**src/rtl/tpg_pkg.sv**
```systemverilog
// Shared definitions for the test-pattern generator.
//   PAT_*    : pattern_sel encodings
//   BAR_LUT  : {R,G,B} on/off bits for each of the eight colour bars
//   clog2    : counter-width helper (never returns less than 1)
package tpg_pkg;

    localparam logic [1:0] PAT_BARS  = 2'd0;
    localparam logic [1:0] PAT_RAMP  = 2'd1;
    localparam logic [1:0] PAT_CHECK = 2'd2;
    localparam logic [1:0] PAT_SOLID = 2'd3;

    // Index 0..7: white, yellow, cyan, green, magenta, red, blue, black.
    // Entry i is {~i[1], ~i[2], ~i[0]}.
    localparam logic [7:0][2:0] BAR_LUT = {
        3'b000, 3'b001, 3'b100, 3'b101,
        3'b010, 3'b011, 3'b110, 3'b111
    };

    function automatic int clog2(input int value);
        int result;
        result = 1;
        for (int i = 1; i < 31; i++) begin
            if ((1 << i) < value) result = i + 1;
        end
        return result;
    endfunction

endpackage

```
**src/rtl/tpg_timing.sv**
```systemverilog
// Raster timing core: horizontal/vertical counters, sync and data-enable
// generation, and the frame-start pulse.
//   clk, reset    : pixel clock, synchronous active-high reset
//   enable        : low forces counters to (0,0) and outputs to idle levels
//   h_cnt, v_cnt  : current raster position (combinational view of counters)
//   active        : current position lies in the active area
//   first         : current position is (0,0)
//   hsync, vsync, de, frame_start : registered, one cycle after the position
module tpg_timing #(
    parameter int H_ACTIVE = 640,
    parameter int H_FP     = 16,
    parameter int H_SYNC   = 96,
    parameter int H_BP     = 48,
    parameter int V_ACTIVE = 480,
    parameter int V_FP     = 10,
    parameter int V_SYNC   = 2,
    parameter int V_BP     = 33,
    parameter int HS_POL   = 0,
    parameter int VS_POL   = 0,
    parameter int H_W      = 10,
    parameter int V_W      = 10
) (
    input  logic           clk,
    input  logic           reset,
    input  logic           enable,
    output logic [H_W-1:0] h_cnt,
    output logic [V_W-1:0] v_cnt,
    output logic           active,
    output logic           first,
    output logic           hsync,
    output logic           vsync,
    output logic           de,
    output logic           frame_start
);

    localparam logic [H_W-1:0] H_ACT   = H_W'(H_ACTIVE);
    localparam logic [H_W-1:0] HS_BEG  = H_W'(H_ACTIVE + H_FP);
    localparam logic [H_W-1:0] HS_END  = H_W'(H_ACTIVE + H_FP + H_SYNC);
    localparam logic [H_W-1:0] H_LAST  = H_W'(H_ACTIVE + H_FP + H_SYNC + H_BP - 1);
    localparam logic [V_W-1:0] V_ACT   = V_W'(V_ACTIVE);
    localparam logic [V_W-1:0] VS_BEG  = V_W'(V_ACTIVE + V_FP);
    localparam logic [V_W-1:0] VS_END  = V_W'(V_ACTIVE + V_FP + V_SYNC);
    localparam logic [V_W-1:0] V_LAST  = V_W'(V_ACTIVE + V_FP + V_SYNC + V_BP - 1);
    localparam logic           HS_ON   = 1'(HS_POL);
    localparam logic           VS_ON   = 1'(VS_POL);

    assign active = (h_cnt < H_ACT) && (v_cnt < V_ACT);
    assign first  = (h_cnt == '0) && (v_cnt == '0);

    always_ff @(posedge clk) begin
        if (reset || !enable) begin
            // Disabling aborts the frame outright; the next enabled cycle is (0,0).
            h_cnt       <= '0;
            v_cnt       <= '0;
            hsync       <= ~HS_ON;
            vsync       <= ~VS_ON;
            de          <= 1'b0;
            frame_start <= 1'b0;
        end else begin
            hsync       <= (h_cnt >= HS_BEG && h_cnt < HS_END) ? HS_ON : ~HS_ON;
            // v_cnt only moves on the h wrap, so vsync edges land on h_cnt = 0.
            vsync       <= (v_cnt >= VS_BEG && v_cnt < VS_END) ? VS_ON : ~VS_ON;
            de          <= active;
            frame_start <= first;
            if (h_cnt == H_LAST) begin
                h_cnt <= '0;
                v_cnt <= (v_cnt == V_LAST) ? '0 : v_cnt + 1'b1;
            end else begin
                h_cnt <= h_cnt + 1'b1;
            end
        end
    end

endmodule

```
**src/rtl/tpg_video_gen.sv**
```systemverilog
// Video timing and test-pattern generator feeding TMDS encoders
// (VDE = de, CD = {vsync, hsync}).
//   clk, reset   : pixel clock, synchronous active-high reset
//   enable       : run the raster; low holds the generator idle
//   pattern_sel  : 0 colour bars, 1 ramp, 2 checkerboard, 3 solid
//   solid_rgb    : {R,G,B} for the solid pattern
//   hsync, vsync, de, red, green, blue, frame_start : registered, mutually aligned
// Optional build macro TPG_MOVING_BOX_EN adds a bouncing inverted box
// (BOX_SIZE parameter exists only in that build).
module tpg_video_gen
    import tpg_pkg::*;
#(
    parameter int H_ACTIVE   = 640,
    parameter int H_FP       = 16,
    parameter int H_SYNC     = 96,
    parameter int H_BP       = 48,
    parameter int V_ACTIVE   = 480,
    parameter int V_FP       = 10,
    parameter int V_SYNC     = 2,
    parameter int V_BP       = 33,
    parameter int HS_POL     = 0,
    parameter int VS_POL     = 0,
    parameter int COLOR_W    = 8,
    parameter int CHECK_LOG2 = 5
`ifdef TPG_MOVING_BOX_EN
    ,
    parameter int BOX_SIZE   = 64
`endif
) (
    input  logic                 clk,
    input  logic                 reset,
    input  logic                 enable,
    input  logic [1:0]           pattern_sel,
    input  logic [3*COLOR_W-1:0] solid_rgb,
    output logic                 hsync,
    output logic                 vsync,
    output logic                 de,
    output logic [COLOR_W-1:0]   red,
    output logic [COLOR_W-1:0]   green,
    output logic [COLOR_W-1:0]   blue,
    output logic                 frame_start
);

    localparam int H_TOTAL = H_ACTIVE + H_FP + H_SYNC + H_BP;
    localparam int V_TOTAL = V_ACTIVE + V_FP + V_SYNC + V_BP;
    localparam int H_W     = clog2(H_TOTAL);
    localparam int V_W     = clog2(V_TOTAL);
    localparam int BAR_W   = H_ACTIVE / 8;

    logic [H_W-1:0] h_cnt;
    logic [V_W-1:0] v_cnt;
    logic           active;
    logic           first;

    tpg_timing #(
        .H_ACTIVE (H_ACTIVE),
        .H_FP     (H_FP),
        .H_SYNC   (H_SYNC),
        .H_BP     (H_BP),
        .V_ACTIVE (V_ACTIVE),
        .V_FP     (V_FP),
        .V_SYNC   (V_SYNC),
        .V_BP     (V_BP),
        .HS_POL   (HS_POL),
        .VS_POL   (VS_POL),
        .H_W      (H_W),
        .V_W      (V_W)
    ) u_timing (
        .clk         (clk),
        .reset       (reset),
        .enable      (enable),
        .h_cnt       (h_cnt),
        .v_cnt       (v_cnt),
        .active      (active),
        .first       (first),
        .hsync       (hsync),
        .vsync       (vsync),
        .de          (de),
        .frame_start (frame_start)
    );

    // Pattern controls are captured at (0,0). Pixel (0,0) itself uses the
    // live inputs so the whole new frame sees the new selection.
    logic [1:0]           pat_q;
    logic [1:0]           pat_eff;
    logic [3*COLOR_W-1:0] solid_q;
    logic [3*COLOR_W-1:0] solid_eff;

    always_ff @(posedge clk) begin
        if (reset) begin
            pat_q   <= PAT_BARS;
            solid_q <= '0;
        end else if (enable && first) begin
            pat_q   <= pattern_sel;
            solid_q <= solid_rgb;
        end
    end

    assign pat_eff   = first ? pattern_sel : pat_q;
    assign solid_eff = first ? solid_rgb   : solid_q;

    // Bar index by comparator chain against constant thresholds.
    logic [2:0] bar_idx;
    logic [2:0] bar_bits;

    always_comb begin
        bar_idx = '0;
        for (int k = 1; k < 8; k++) begin
            if (h_cnt >= H_W'(k * BAR_W)) bar_idx = 3'(k);
        end
    end

    assign bar_bits = BAR_LUT[bar_idx];

    // Checker bit selects; a bit beyond the counter width is always 0.
    logic chk_h;
    logic chk_v;

    if (CHECK_LOG2 < H_W) begin : g_chk_h
        assign chk_h = h_cnt[CHECK_LOG2];
    end else begin : g_chk_h0
        assign chk_h = 1'b0;
    end

    if (CHECK_LOG2 < V_W) begin : g_chk_v
        assign chk_v = v_cnt[CHECK_LOG2];
    end else begin : g_chk_v0
        assign chk_v = 1'b0;
    end

    logic [COLOR_W-1:0]   ramp_val;
    logic [3*COLOR_W-1:0] base_rgb;
    logic [3*COLOR_W-1:0] pix_rgb;
    logic [3*COLOR_W-1:0] rgb_q;

    assign ramp_val = COLOR_W'(h_cnt);

    always_comb begin
        base_rgb = '0;
        case (pat_eff)
            PAT_BARS:  base_rgb = {{COLOR_W{bar_bits[2]}},
                                   {COLOR_W{bar_bits[1]}},
                                   {COLOR_W{bar_bits[0]}}};
            PAT_RAMP:  base_rgb = {ramp_val, ramp_val, ramp_val};
            PAT_CHECK: base_rgb = {3*COLOR_W{chk_h ^ chk_v}};
            default:   base_rgb = solid_eff;
        endcase
    end

`ifdef TPG_MOVING_BOX_EN
    localparam int             X_MAX     = H_ACTIVE - BOX_SIZE;
    localparam int             Y_MAX     = V_ACTIVE - BOX_SIZE;
    localparam logic [H_W-1:0] BOX_X_MAX = H_W'(X_MAX);
    localparam logic [V_W-1:0] BOX_Y_MAX = V_W'(Y_MAX);
    localparam logic [H_W-1:0] BOX_H     = H_W'(BOX_SIZE);
    localparam logic [V_W-1:0] BOX_V     = V_W'(BOX_SIZE);

    logic [H_W-1:0] box_x;
    logic [V_W-1:0] box_y;
    logic           dir_x;
    logic           dir_y;
    logic           frame_end;
    logic           in_box;

    // Stepping on the last raster cycle makes the new position valid from
    // the next frame's pixel (0,0); aborted frames do not move the box.
    assign frame_end = (h_cnt == H_W'(H_TOTAL - 1)) && (v_cnt == V_W'(V_TOTAL - 1));

    always_ff @(posedge clk) begin
        if (reset) begin
            box_x <= '0;
            box_y <= '0;
            dir_x <= 1'b1;
            dir_y <= 1'b1;
        end else if (enable && frame_end) begin
            if (X_MAX > 0) begin
                if (dir_x) begin
                    box_x <= box_x + 1'b1;
                    if (box_x + 1'b1 == BOX_X_MAX) dir_x <= 1'b0;
                end else begin
                    box_x <= box_x - 1'b1;
                    if (box_x == H_W'(1)) dir_x <= 1'b1;
                end
            end
            if (Y_MAX > 0) begin
                if (dir_y) begin
                    box_y <= box_y + 1'b1;
                    if (box_y + 1'b1 == BOX_Y_MAX) dir_y <= 1'b0;
                end else begin
                    box_y <= box_y - 1'b1;
                    if (box_y == V_W'(1)) dir_y <= 1'b1;
                end
            end
        end
    end

    assign in_box  = (h_cnt >= box_x) && (h_cnt < box_x + BOX_H) &&
                     (v_cnt >= box_y) && (v_cnt < box_y + BOX_V);
    assign pix_rgb = in_box ? ~base_rgb : base_rgb;
`else
    assign pix_rgb = base_rgb;
`endif

    always_ff @(posedge clk) begin
        if (reset || !enable) begin
            rgb_q <= '0;
        end else begin
            rgb_q <= active ? pix_rgb : '0;
        end
    end

    assign red   = rgb_q[3*COLOR_W-1 -: COLOR_W];
    assign green = rgb_q[2*COLOR_W-1 -: COLOR_W];
    assign blue  = rgb_q[COLOR_W-1:0];

endmodule

```
**config.mk**
```make
export PLATFORM = sky130hd
export DESIGN_NAME = tpg_video_gen
export DESIGN_NICKNAME = d
export VERILOG_FILES = /design/src/rtl/tpg_pkg.sv /design/src/rtl/tpg_timing.sv /design/src/rtl/tpg_video_gen.sv
export SDC_FILE = /design/constraint.sdc
export NUM_CORES = 1
export LEC_CHECK = 0
export ABC_AREA = 0
export CORE_MARGIN = 10
export CORE_UTILIZATION = 45
export CTS_BUF_LIST = sky130_fd_sc_hd__clkbuf_8
export CTS_CLUSTER_DIAMETER = 100
export DETAILED_ROUTE_END_ITERATION = 12
export PLACE_DENSITY = 0.76
export SKIP_CTS_REPAIR_TIMING = 1
export SLEW_MARGIN = 20
export SYNTH_ARGS = -nofsm -noshare
export SYNTH_HDL_FRONTEND = slang
export SYNTH_HIERARCHICAL = 1
export SYNTH_SLANG_ARGS = --single-unit
```
**constraint.sdc**
```tcl
create_clock -name clk -period 3.2 [get_ports clk]
set_input_delay 0.64 -clock clk [delete_from_list [all_inputs] [get_ports clk]]
set_output_delay 0.64 -clock clk [all_outputs]
set_load 0.05 [all_outputs]
```
==> results.txt, run 1 <==
The sink count of the clock tree is 74. Data on the critical path is required at its endpoint by about 3.4 ns. The ratio of routed vias to standard cells is 5.574. By startpoint and endpoint, the worst setup path is classified as reg2reg. The flip-flop and latch count after synthesis is 74. The largest fanout on the critical path came out at 18.

The wire-length estimate of the detail-placed layout is roughly 7000 µm. Clock-pin slew was measured on the worst setup and hold paths at around 0.08 ns. In the finished design, the share of the clock period the worst path needs comes to 86.77%. The internal power is 1.494 mW. The total power came out at about 2.1 mW. The number of violations of the max-capacitance limit is 0. The routability congestion estimate came out at about 0.86. The overall die height came out at 109.4 µm. The worst setup slack after placement is 0.4870 ns. The critical path starts at u_timing/h_cnt[8].

The growth of design area from synthesis to finish is 23.99%. The worst clock skew is 0.01395 ns. Port buffering added 56 buffers. In the layout the commonest cells are 74 x dfxtp_1, 67 x nand2_1, 56 x clkdlybuf4s50_1. For this configuration, the core starts out at a cell density of between 40% and 50%. The floorplan has 32 rows. The worst setup slack after layout is ~0.42 ns. The sequential area share after synthesis came out at just over 40%.

The proportion of power drawn by flip-flops and latches is about 47%. The number of I/O pins came out at 57. The total of warnings raised by yosys came out at 6.

The path class of the tightest hold or removal check is reg2reg. The wire length of the first global-routing pass came out at between 15,000 and 20,000 µm. The final layout net count is between 400 and 500.

The overall die area came out at between 10,000 and 15,000 µm². The clock passes through at most 2 buffers. VDD sags by at most between 0.2 and 0.25 mV. The flow ran to the end, and the final reports show no timing, DRC or antenna violations. The TritonCTS clock tree is built. Including well taps, the total number of placed cells is approximately 550. The standard cell core area is 7767 µm². The area of the mapped netlist is around 3600 µm². Once detail routing completed, the nets flagged for antenna violations numbered 0.

The first routing iteration left 220 violations. In this run the clock root is driven by a clkbuf_8. The die outline width is around 110 µm. Among all flip-flop cells after synthesis, the most frequent one is dfxtp_1. Setup repair after global routing left no endpoint under its margin. Counting every instance in the synthesized netlist gives between 400 and 500.

After global routing the overflow that remains totals 0. The power spent charging and discharging nets came out at 598.2 µW. The overall fraction of global-route tracks in use came out at 16.57%. The post-layout utilization of the core came out at between 50% and 60%. The clock network accounts for 36.0% of the total power. The max-slew violation count came to 0. The endpoint type of the worst setup path is a register. The number of flops mapped to enable cells by yosys is 0. The number of global-route vias before repair came out at ~3,100. The number of nets handed over by synthesis was around 440.

Measured against its own limit, the worst slew margin works out to a little under two fifths. The detailed-routing iteration count for the pre-antenna-repair pass came out at 4. Hold timing on the final database bottoms out at a slack of approximately 0.45 ns.

The number of unique standard cell types used by synthesis came out at between 50 and 60. Of the total power, combinational logic draws between 15 and 20%. The H-tree was split into 3 levels. After detailed placement, the total cell area comes to about 4200 µm². The post-route netlist has approximately an eighth of its cells at a drive strength greater than 1. The time the worst path needs with I/O delays and setup is between 2 and 3 ns. The switching share of power is between 20% and 30%. The total inserted antenna cells came out at 0. Leaving out fill and tap cells, the most frequent cell in the layout is dfxtp_1. The pin count of the biggest net entering global routing came out at 27. The total routed wirelength is roughly 9600 µm. The worst register-to-register path begins at u_timing/h_cnt[8]. The share of async-settable or async-resettable flops after synthesis came out at 0%.

The reported leakage power came out at about 1.6 nW. The initial antenna violation count was 0. The final setup violation count came out at 0. The per-cell routed wire length came out at approximately 17 µm. The number of CTS-inserted buffers is 9.

The count of fill cells added during filler insertion came out at between 600 and 700. The final routed DRC violation total came out at 0. The area of all placed cells without fillers came out at approximately 4500 µm². The hold violation count in the final report came out at 0. Leaving out filler cells and counting taps, the final layout contains between 500 and 600. The average instance area after synthesis came out at roughly 9 µm². For the pin with the worst max-slew slack, the measured transition is around 0.92 ns. The highest clock rate is 360.2 MHz.

The arrival time at the worst endpoint came out at around 3 ns. The worst-skew pair later-pin latency is around 0.36 ns. The detailed router placed 3,138 vias in this run.

Setup total negative slack on the finished layout was measured at 0 ns. The total power density per cell area is 469.6 nW/µm². STA classifies the critical path startpoint as a register.

The worst min-delay path startpoint is solid_q[8].
cells by family after synthesis:
| kind of cell | share of synthesized area [%] |
|---|---|
| xor+xnor | 3.900 |
| mux | 8.670 |
| buf+inv | 3.726 |
| fa+ha+maj | 1.393 |
| flops | 41.23 |
| simple gates | 23.75 |
| compound gates | 17.34 |
path summary, 6_finish.rpt:
kind	end	slack [ns]	cells past startpoint
worst max register to register	rgb_q[10]	0.42	8
worst max-delay path	rgb_q[10]	0.42	8
worst min-delay path	solid_q[8]	0.45	2
worst min register to register	solid_q[8]	0.45	2
cell usage after synthesis (3+ instances only):
| cell | instances | share of area, % |
|---|---|---|
| a211oi_1 | 19 | 4.0 |
| a21oi_1 | 29 | 4.0 |
| a221oi_1 | 8 | 1.9 |
| a31oi_1 | 8 | 1.4 |
| and2_1 | 4 | 0.70 |
| buf_2 | 12 | 1.7 |
| clkbuf_1 | 7 | 0.73 |
| dfxtp_1 | 74 | 41 |
| ha_1 | 4 | 1.4 |
| inv_1 | 6 | 0.63 |
| mux2_2 | 17 | 5.3 |
| mux2i_1 | 12 | 3.3 |
| nand2_1 | 67 | 7.0 |
| nand2b_1 | 3 | 0.52 |
| nand3_1 | 7 | 0.97 |
| nand4_1 | 5 | 0.87 |
| nor2_1 | 20 | 2.1 |
| nor2b_1 | 5 | 0.87 |
| nor3_1 | 4 | 0.56 |
| nor3b_1 | 8 | 1.7 |
| nor4_1 | 3 | 0.52 |
| o21ai_0 | 19 | 2.6 |
| xnor2_1 | 10 | 2.4 |
| xor2_1 | 6 | 1.5 |
per-layer routing:
| layer | wire [µm] | share of wire, % | GRT usage, % | vias to the layer above |
|---|---|---|---|---|
| met5 | 0 | 0 | 0 | - |
| met4 | 140 | 1.5 | 5.297 | 0 |
| met3 | 627 | 6.5 | 4.623 | 13 |
| met2 | 4608 | 48 | 27.13 | 91 |
| met1 | 4233 | 44 | 20.64 | 1485 |
| li1 | - | - | - | 1549 |
flip-flops by register name, summed over array words and instances, names as in the netlist:
name / flops
rgb_q: 24
solid_q: 24
u_timing/h_cnt: 10
u_timing/v_cnt: 10
pat_q: 2
u_timing/de: 1
u_timing/frame_start: 1
u_timing/hsync: 1
u_timing/vsync: 1
critical path, cell delays in order (launching register included):
cell and delay (ns):
dfxtp_1 0.45, or2_2 0.35, nor3_1 0.14, and4_1 0.31, buf_4 0.31, mux2i_1 0.35, nor2_4 0.15, a211oi_4 0.39
a221oi_1 0.16
final cells by class:
class / instances / area, µm² / area share [%]
Inverter: 6 / 22.52 / 0.5055
Sequential cell: 74 / 1481 / 33.25
Clock inverter: 6 / 72.57 / 1.629
Timing Repair Buffer: 66 / 635.6 / 14.27
Multi-Input combinational cell: 299 / 1978 / 44.40
Clock buffer: 10 / 137.6 / 3.089
Tap cell: 102 / 127.6 / 2.864
power by group through the flow:
stage | logic, mW | registers [mW] | clock network [mW]
2_1_floorplan | 0.155 | 1.07 | 0
3_3_place_gp | 0.349 | 1.00 | 0
3_5_place_dp | 0.354 | 1.00 | 0
4_1_cts | 0.356 | 0.983 | 0.769
5_1_grt | 0.382 | 0.987 | 0.805
6_report | 0.355 | 0.983 | 0.754
(Power assumes the default switching activity.)
==> run 2: changes to the inputs <==
CORE_ASPECT_RATIO = 0.5   (was not set)
CORE_UTILIZATION = 40   (was 45)
PLACE_DENSITY = 0.69   (was 0.76)
==> run 2 against run 1 <==
Maximum frequency shrank 0.97%. Sequential power is essentially flat. Setup slack lost 0.027 ns. Cell count grew 3.0%. Register-to-register slack lost 0.03 ns. Global-route usage shrank 2.1 points. Highest routed layer unchanged. Critical path type unchanged. Clock skew shrank 0.0020 ns. Utilization shrank 6.1 points. Critical path depth shrank 1. Routed wire length shrank 1.0%. Sequential share of layout area shrank 0.18 points. Total power shrank 2.0%.
==> results.txt, run 2 (synthesis results as in run 1) <==
The number of global-route vias before repair came out at 3,072 (-0.58%). The final routed DRC violation total was 0 (unchanged). The tree is rooted in a clkbuf_8. The overall overflow remaining after global route is 0 (unchanged).

The worst min-delay path startpoint is u_timing/v_cnt[1]. The final layout net count was 492 (+0.61%). The total number of vias came out at 3,105 (-1.1%). The post-layout utilization of the core was 51.26% (-6.1 points). The total power density per cell area came to 457.9 nW/µm² (-2.5%). The overall die height was 87.02 µm (-20%).

The worst hold path cell count came out at 1 (-1). The destination of the worst hold path is u_timing/vsync. The time the worst path needs with I/O delays and setup is 2.804 ns (+0.02729 ns). Setup repair after global routing left no endpoint under its margin.

The period utilization was 87.62% (+0.85 points). In the final layout, the registers with the most flip-flops are rgb_q x24, solid_q x24. The reported leakage power is 1.588 nW (+0.32%). The overall die area came out at 13,400 µm² (+12%).

The ratio of routed vias to standard cells came out at 5.353 (-4.0%). The worst-case vdd ir drop came to 0.2357 mV (+1.0%). The total inserted antenna cells is 0 (unchanged).

The initial core utilization came out at 41.12% (-5.1 points). The proportion of power drawn by flip-flops and latches is 48.0% (+1.0 points). The worst setup path is captured at a register. The power spent charging and discharging nets is 571.5 µW (-4.5%). The final antenna-violating net count is 0 (unchanged). The max-slew violation count is 0 (unchanged). The worst setup path is launched from a register. The startpoint-to-endpoint class of the critical path is reg2reg. The number of CTS-inserted buffers is 9 (unchanged). The per-cell routed wire length is 16.39 µm (-3.9%). The actual slew at the worst max-slew pin came to 0.6393 ns (-0.2835 ns).

The highest clock rate came to 356.7 MHz (-0.97%). The arrival time at the worst endpoint is 3.07 ns (+0.09 ns). In this run the critical register-to-register path is captured at rgb_q[1]. The die outline width is 154.0 µm (+41%).

The overall fraction of global-route tracks in use is 14.48% (-2.1 points). Relative to the synthesized area, the layout overhead comes to 24.65%. The final setup violation count came out at 0 (unchanged). The sink count of the clock tree came to 74 (unchanged).

The TritonCTS clock tree is built. The pin count of the biggest net entering global routing came out at 29 (+7.4%). The standard cell core area came out at 8738 µm² (+12%). The required time of the critical path came out at 3.46 ns (+0.06 ns). The setup TNS after final layout is 0 ns (unchanged). The total routed wirelength came out at 9509 µm (-1.0%). The port buffer count came out at 56 (unchanged). The hold violation count in the final report came to 0 (unchanged). The share of post-route cells with drive strength above 1 is 13.39% (+0.38 points). The detailed-routing iteration count for the pre-antenna-repair pass came out at 4 (unchanged). The internal power came out at 1.480 mW (-0.96%). The switching share of power is 27.86% (-0.73 points). The routability congestion estimate was 0.8499 (-0.96%). The worst setup slack after layout is 0.3961 ns (-0.02729 ns).

The flow ran to the end, and the final reports show no timing, DRC or antenna violations. In this run the critical register-to-register path is launched from u_timing/v_cnt[5]. The combinational fraction of design power is 17.0% (about the same). The worst setup slack after placement is 0.4744 ns (-0.01265 ns).

Leaving out fill and tap cells, the most frequent cell in the layout is dfxtp_1. The HPWL after detailed placement came out at 6919 µm (-1.3%). The H-tree depth reported by CTS is 3 (unchanged).

The worst clock skew is 0.01192 ns (-0.002033 ns). The path class of the tightest hold or removal check is reg2reg. The wire length of the first global-routing pass is 15,680 µm (-0.87%). In the layout the commonest cells are 74 x dfxtp_1, 67 x nand2_1, 56 x clkdlybuf4s50_1. The largest fanout on the critical path is 21 (+3).

The initial antenna violation count came out at 0 (unchanged). The count of routing violations after the opening detailed-route iteration is 212 (-3.6%). The deepest clock path buffer count came out at 2 (unchanged).

The tightest hold margin is 0.4520 ns (-0.002936 ns). The power share of the clock group came out at 35.0% (-1.0 points). The internal reg-to-reg setup slack was 0.40 ns (-0.03 ns). The number of violations of the max-capacitance limit is 0 (unchanged). The row count came to 24 (-25%).

The number of cell instances on the worst register-to-register path is 7 (-1). The worst-skew pair later-pin latency came out at 0.36 ns (about the same). The relative slew slack came out at 56.16% (+18 points). The number of I/O pins is 57 (unchanged).

The clock transition at the registers of the reported paths came to 0.07 ns (about the same).
-- run 2: cell count changes in the layout (fill, tap and decap cells not counted), sizes merged --
cell,delta
buf,+3
inv,-2
clkinvlp,+1
-- run 2: worst max-delay path, cell delays in order, from the launching register on --
cell and delay, ns:
dfxtp_1 0.39, nor4_1 0.38, and4b_1 0.24, and4_1 0.33
buf_4 0.37, mux2i_1 0.61, a211oi_1 0.13, a211oi_1 0.25
-- run 2: layout make-up --
| cell class | instances | area [µm²] |
|---|---|---|
| fill | 828 | 4259 |
| multi-input combinational | 299 | 1978 |
| sequential | 74 | 1481 |
| timing repair buffer | 69 | 658.1 |
| tap | 117 | 146.4 |
| clock buffer | 10 | 137.6 |
| clock inverter | 5 | 55.05 |
| inverter | 6 | 22.52 |
-- run 2: power groups by stage --
stage / combinational [mW] / sequential, mW / clock, mW
CTS: 0.351 / 0.984 / 0.733
global route: 0.378 / 0.989 / 0.775
detailed placement: 0.349 / 1.01 / 0
finish: 0.349 / 0.984 / 0.718
global placement: 0.346 / 1.00 / 0
floorplan: 0.155 / 1.07 / 0
-- run 2: worst max path at each step --
stage	cells after the start	slack [ns]	startpoint	end
after floorplan	8	0.97	u_timing/v_cnt[5]	rgb_q[10]
after global placement	7	0.55	u_timing/v_cnt[5]	rgb_q[12]
after detailed placement	7	0.47	u_timing/v_cnt[5]	rgb_q[6]
after CTS	7	0.46	u_timing/v_cnt[5]	rgb_q[6]
after global routing	7	0.19	u_timing/v_cnt[5]	rgb_q[7]
final	7	0.40	u_timing/v_cnt[5]	rgb_q[1]
-- run 2: stage by stage --
step	power (mW)	cell area, µm²	instances
2_1_floorplan	1.230	3593	402
3_3_place_gp	1.350	4287	565
3_5_place_dp	1.354	4287	565
4_1_cts	2.068	4479	580
5_1_grt	2.142	4479	580
6_report	2.051	4479	580
-- run 2: layer usage --
layer,vias up,GRT usage [%],wire length [µm]
li1,1554,-,-
met1,1463,17.50,4314
met2,74,23.76,4465
met3,14,5.375,632
met4,0,4.092,96
met5,-,0,0
==> run 3: changes to the inputs <==
CORE_MARGIN = not set   (was 10)
HOLD_SLACK_MARGIN = 0.02   (was not set)
==> run 3 against run 2 <==
Critical path depth rose by 1. Non-clock buffer count fell by 1. Utilization rose by 0.48 points. Clock power rose by 15%. Maximum frequency fell by 1.5%. Die area fell by 30%. Critical endpoint unchanged. Largest power group unchanged. Highest routed layer unchanged.
==> results.txt, run 3 (synthesis results as in run 1) <==
The overall die height came out at 69.02 µm (-21%). The number of I/O pins is 57 (unchanged). The worst setup slack after placement came out at 0.3993 ns (-0.07514 ns). The number of violations of the max-capacitance limit was 0 (unchanged). The total routed wirelength came out at 9217 µm (-3.1%).

The internal reg-to-reg setup slack came to 0.35 ns (-0.04 ns). The final routed DRC violation total came to 0 (unchanged). The power share of the clock group is 38.3% (+3.3 points).

The final antenna-violating net count was 0 (unchanged). In this run the most critical hold path is launched from solid_q[21]. The overall fraction of global-route tracks in use was 20.42% (+5.9 points). The startpoint identified for the worst register-to-register timing path is u_timing/v_cnt[5]. The highest-delay cell along the critical path is mux2_2. The library cell used most frequently in the layout, excluding fill and tap cells, is dfxtp_1. The final setup violation count is 0 (unchanged). The internal power is 1.567 mW (+5.9%). The worst register-to-register path ends at rgb_q[1].

The area growth from synthesis to layout is 25.38%. The proportion of power drawn by flip-flops and latches is 45.4% (-2.6 points). The highest clock rate is 351.3 MHz (-1.5%). The tightest hold margin came out at 0.4541 ns (+0.002095 ns). The total power density per cell area is 480.7 nW/µm² (+5.0%). The reported leakage power came to 1.598 nW (+0.65%). The worst-skew pair later-pin latency is 0.37 ns (about the same). The deepest clock path buffer count is 2 (unchanged). The total inserted antenna cells is 0 (unchanged). The worst setup path is of the reg2reg kind.

The worst clock skew is 0.008860 ns (-0.003055 ns). The final instance count without filler cells came out at 580 (unchanged). The critical path goes through nor4_1 > and4b_1 > and4_1 > buf_4 > mux2_2 > nand2_1 > nor3b_1 > a211oi_1. The initial core utilization was 41.26% (+0.14 points). The sink count of the clock tree came out at 74 (unchanged).

The min-delay analysis places its worst path in the category reg2reg. The ratio of routed vias to standard cells came out at 5.405 (+0.97%). The power spent charging and discharging nets is 598.5 µW (+4.7%). The worst setup slack after layout is 0.3536 ns (-0.04252 ns). The total number of vias came to 3,135 (+0.97%). The standard cell core area came out at 8708 µm² (-0.34%). The instance count after placement with tap cells included is 564 (-0.18%). The max-slew violation count was 0 (unchanged).

The actual slew at the worst max-slew pin is 0.6826 ns (+0.04334 ns). The routability congestion estimate came out at 0.8571 (+0.85%). The final layout net count is 491 (-0.20%). The share of post-route cells with drive strength above 1 is 13.39% (unchanged). The number of global-route vias before repair came out at 2,999 (-2.4%).

The number of cell instances on the worst register-to-register path is 8 (+1). The HPWL after detailed placement is 6595 µm (-4.7%). The worst-case vdd ir drop came out at 0.1955 mV (-17%). The count of routing violations after the opening detailed-route iteration is 198 (-6.6%).

The required time of the critical path came out at 3.44 ns (-0.02 ns). The run finished with clean final reports. The port buffer count came out at 56 (unchanged).

The endpoint type of the worst setup path is a register. The delay contributed by the slowest stage of the critical path was 0.48 ns (-0.13 ns). The tree is rooted in a clkbuf_8.

The clock transition at the registers of the reported paths was 0.08 ns (about the same). The largest fanout on the critical path is 16 (-24%). Setup repair after global routing left no endpoint under its margin. The period utilization came out at 88.95% (+1.3 points).

The hold violation count in the final report is 0 (unchanged). The H-tree depth reported by CTS is 3 (unchanged). The time the worst path needs with I/O delays and setup is 2.846 ns (+0.04252 ns).

The wire length of the first global-routing pass came to 14,970 µm (-4.6%). The overall overflow remaining after global route is 0 (unchanged). The pin count of the biggest net entering global routing is 21 (-28%). The setup TNS after final layout came out at 0 ns (unchanged). The overall die area came out at 9389 µm² (-30%).

The combinational fraction of design power came out at 16.3% (-0.7 points). Leaving out fill and tap cells, the most frequent cells in the layout are 74 x dfxtp_1, 67 x nand2_1, 56 x clkdlybuf4s50_1. The initial antenna violation count came to 0 (unchanged). The detailed-routing iteration count for the pre-antenna-repair pass came out at 4 (unchanged). For hold timing, the worst endpoint is solid_q[21].

The TritonCTS clock tree is built. The worst hold path cell count is 2 (+1). The switching share of power came to 27.64% (-0.23 points). The die outline width is 136.0 µm (-12%). The worst setup path is launched from a register. The largest registers in the layout are rgb_q x24, solid_q x24. The per-cell routed wire length came to 15.89 µm (-3.1%). The number of CTS-inserted buffers is 9 (unchanged). The row count is 24 (unchanged).

The arrival time at the worst endpoint was 3.09 ns (+0.02 ns). The relative slew slack came out at 53.19% (-3.0 points).
==> run 3: worst max-delay path, delay by kind of cell, from the launching register on <==
kind | cells | cell delay (ns)
AO/OA/AOI/OAI | 1 | 0.12
buffers and inverters | 1 | 0.27
flip-flops | 1 | 0.39
multiplexers | 1 | 0.48
AND/OR/NAND/NOR | 5 | 1.45
==> run 3: per-layer routing <==
layer  track usage [%]  vias to the layer above  wire, µm
li1                  -                     1557         -
met1             27.63                     1491      4532
met2             31.19                       70      4110
met3             5.666                       17       408
met4             6.667                        0       165
met5                 0                        -         0
==> run 3: area by class of cell <==
cell class	count	area, µm²
fill	803	4203
multi-input combinational	299	1978
sequential	74	1481
timing repair buffer	68	650.6
tap	117	146.4
clock buffer	10	137.6
clock inverter	6	88.84
inverter	6	22.52
==> run 3: power groups by stage <==
stage | sequential (mW) | clock [mW] | combinational, mW
6_report | 0.983 | 0.829 | 0.354
2_1_floorplan | 1.07 | 0 | 0.155
5_1_grt | 0.987 | 0.880 | 0.379
3_3_place_gp | 1.00 | 0 | 0.350
4_1_cts | 0.983 | 0.839 | 0.354
3_5_place_dp | 1.00 | 0 | 0.353
==> run 3: worst max path at each step <==
stage	start	endpoint	cells after the start
5_1_grt	u_timing/v_cnt[5]	rgb_q[5]	8
6_report	u_timing/v_cnt[5]	rgb_q[1]	8
4_1_cts	u_timing/v_cnt[5]	rgb_q[3]	7
3_5_place_dp	u_timing/v_cnt[5]	rgb_q[9]	8
2_1_floorplan	u_timing/v_cnt[5]	rgb_q[10]	8
3_3_place_gp	u_timing/v_cnt[5]	rgb_q[3]	8
==> run 3: stage by stage <==
step / power, mW / cell area (µm²) / util (%)
floorplan: 1.230 / 3593 / -
global placement: 1.354 / 4279 / 49.14
detailed placement: 1.357 / 4279 / 49.14
CTS: 2.176 / 4506 / 51.74
global route: 2.246 / 4506 / 51.74
finish: 2.166 / 4506 / 51.74
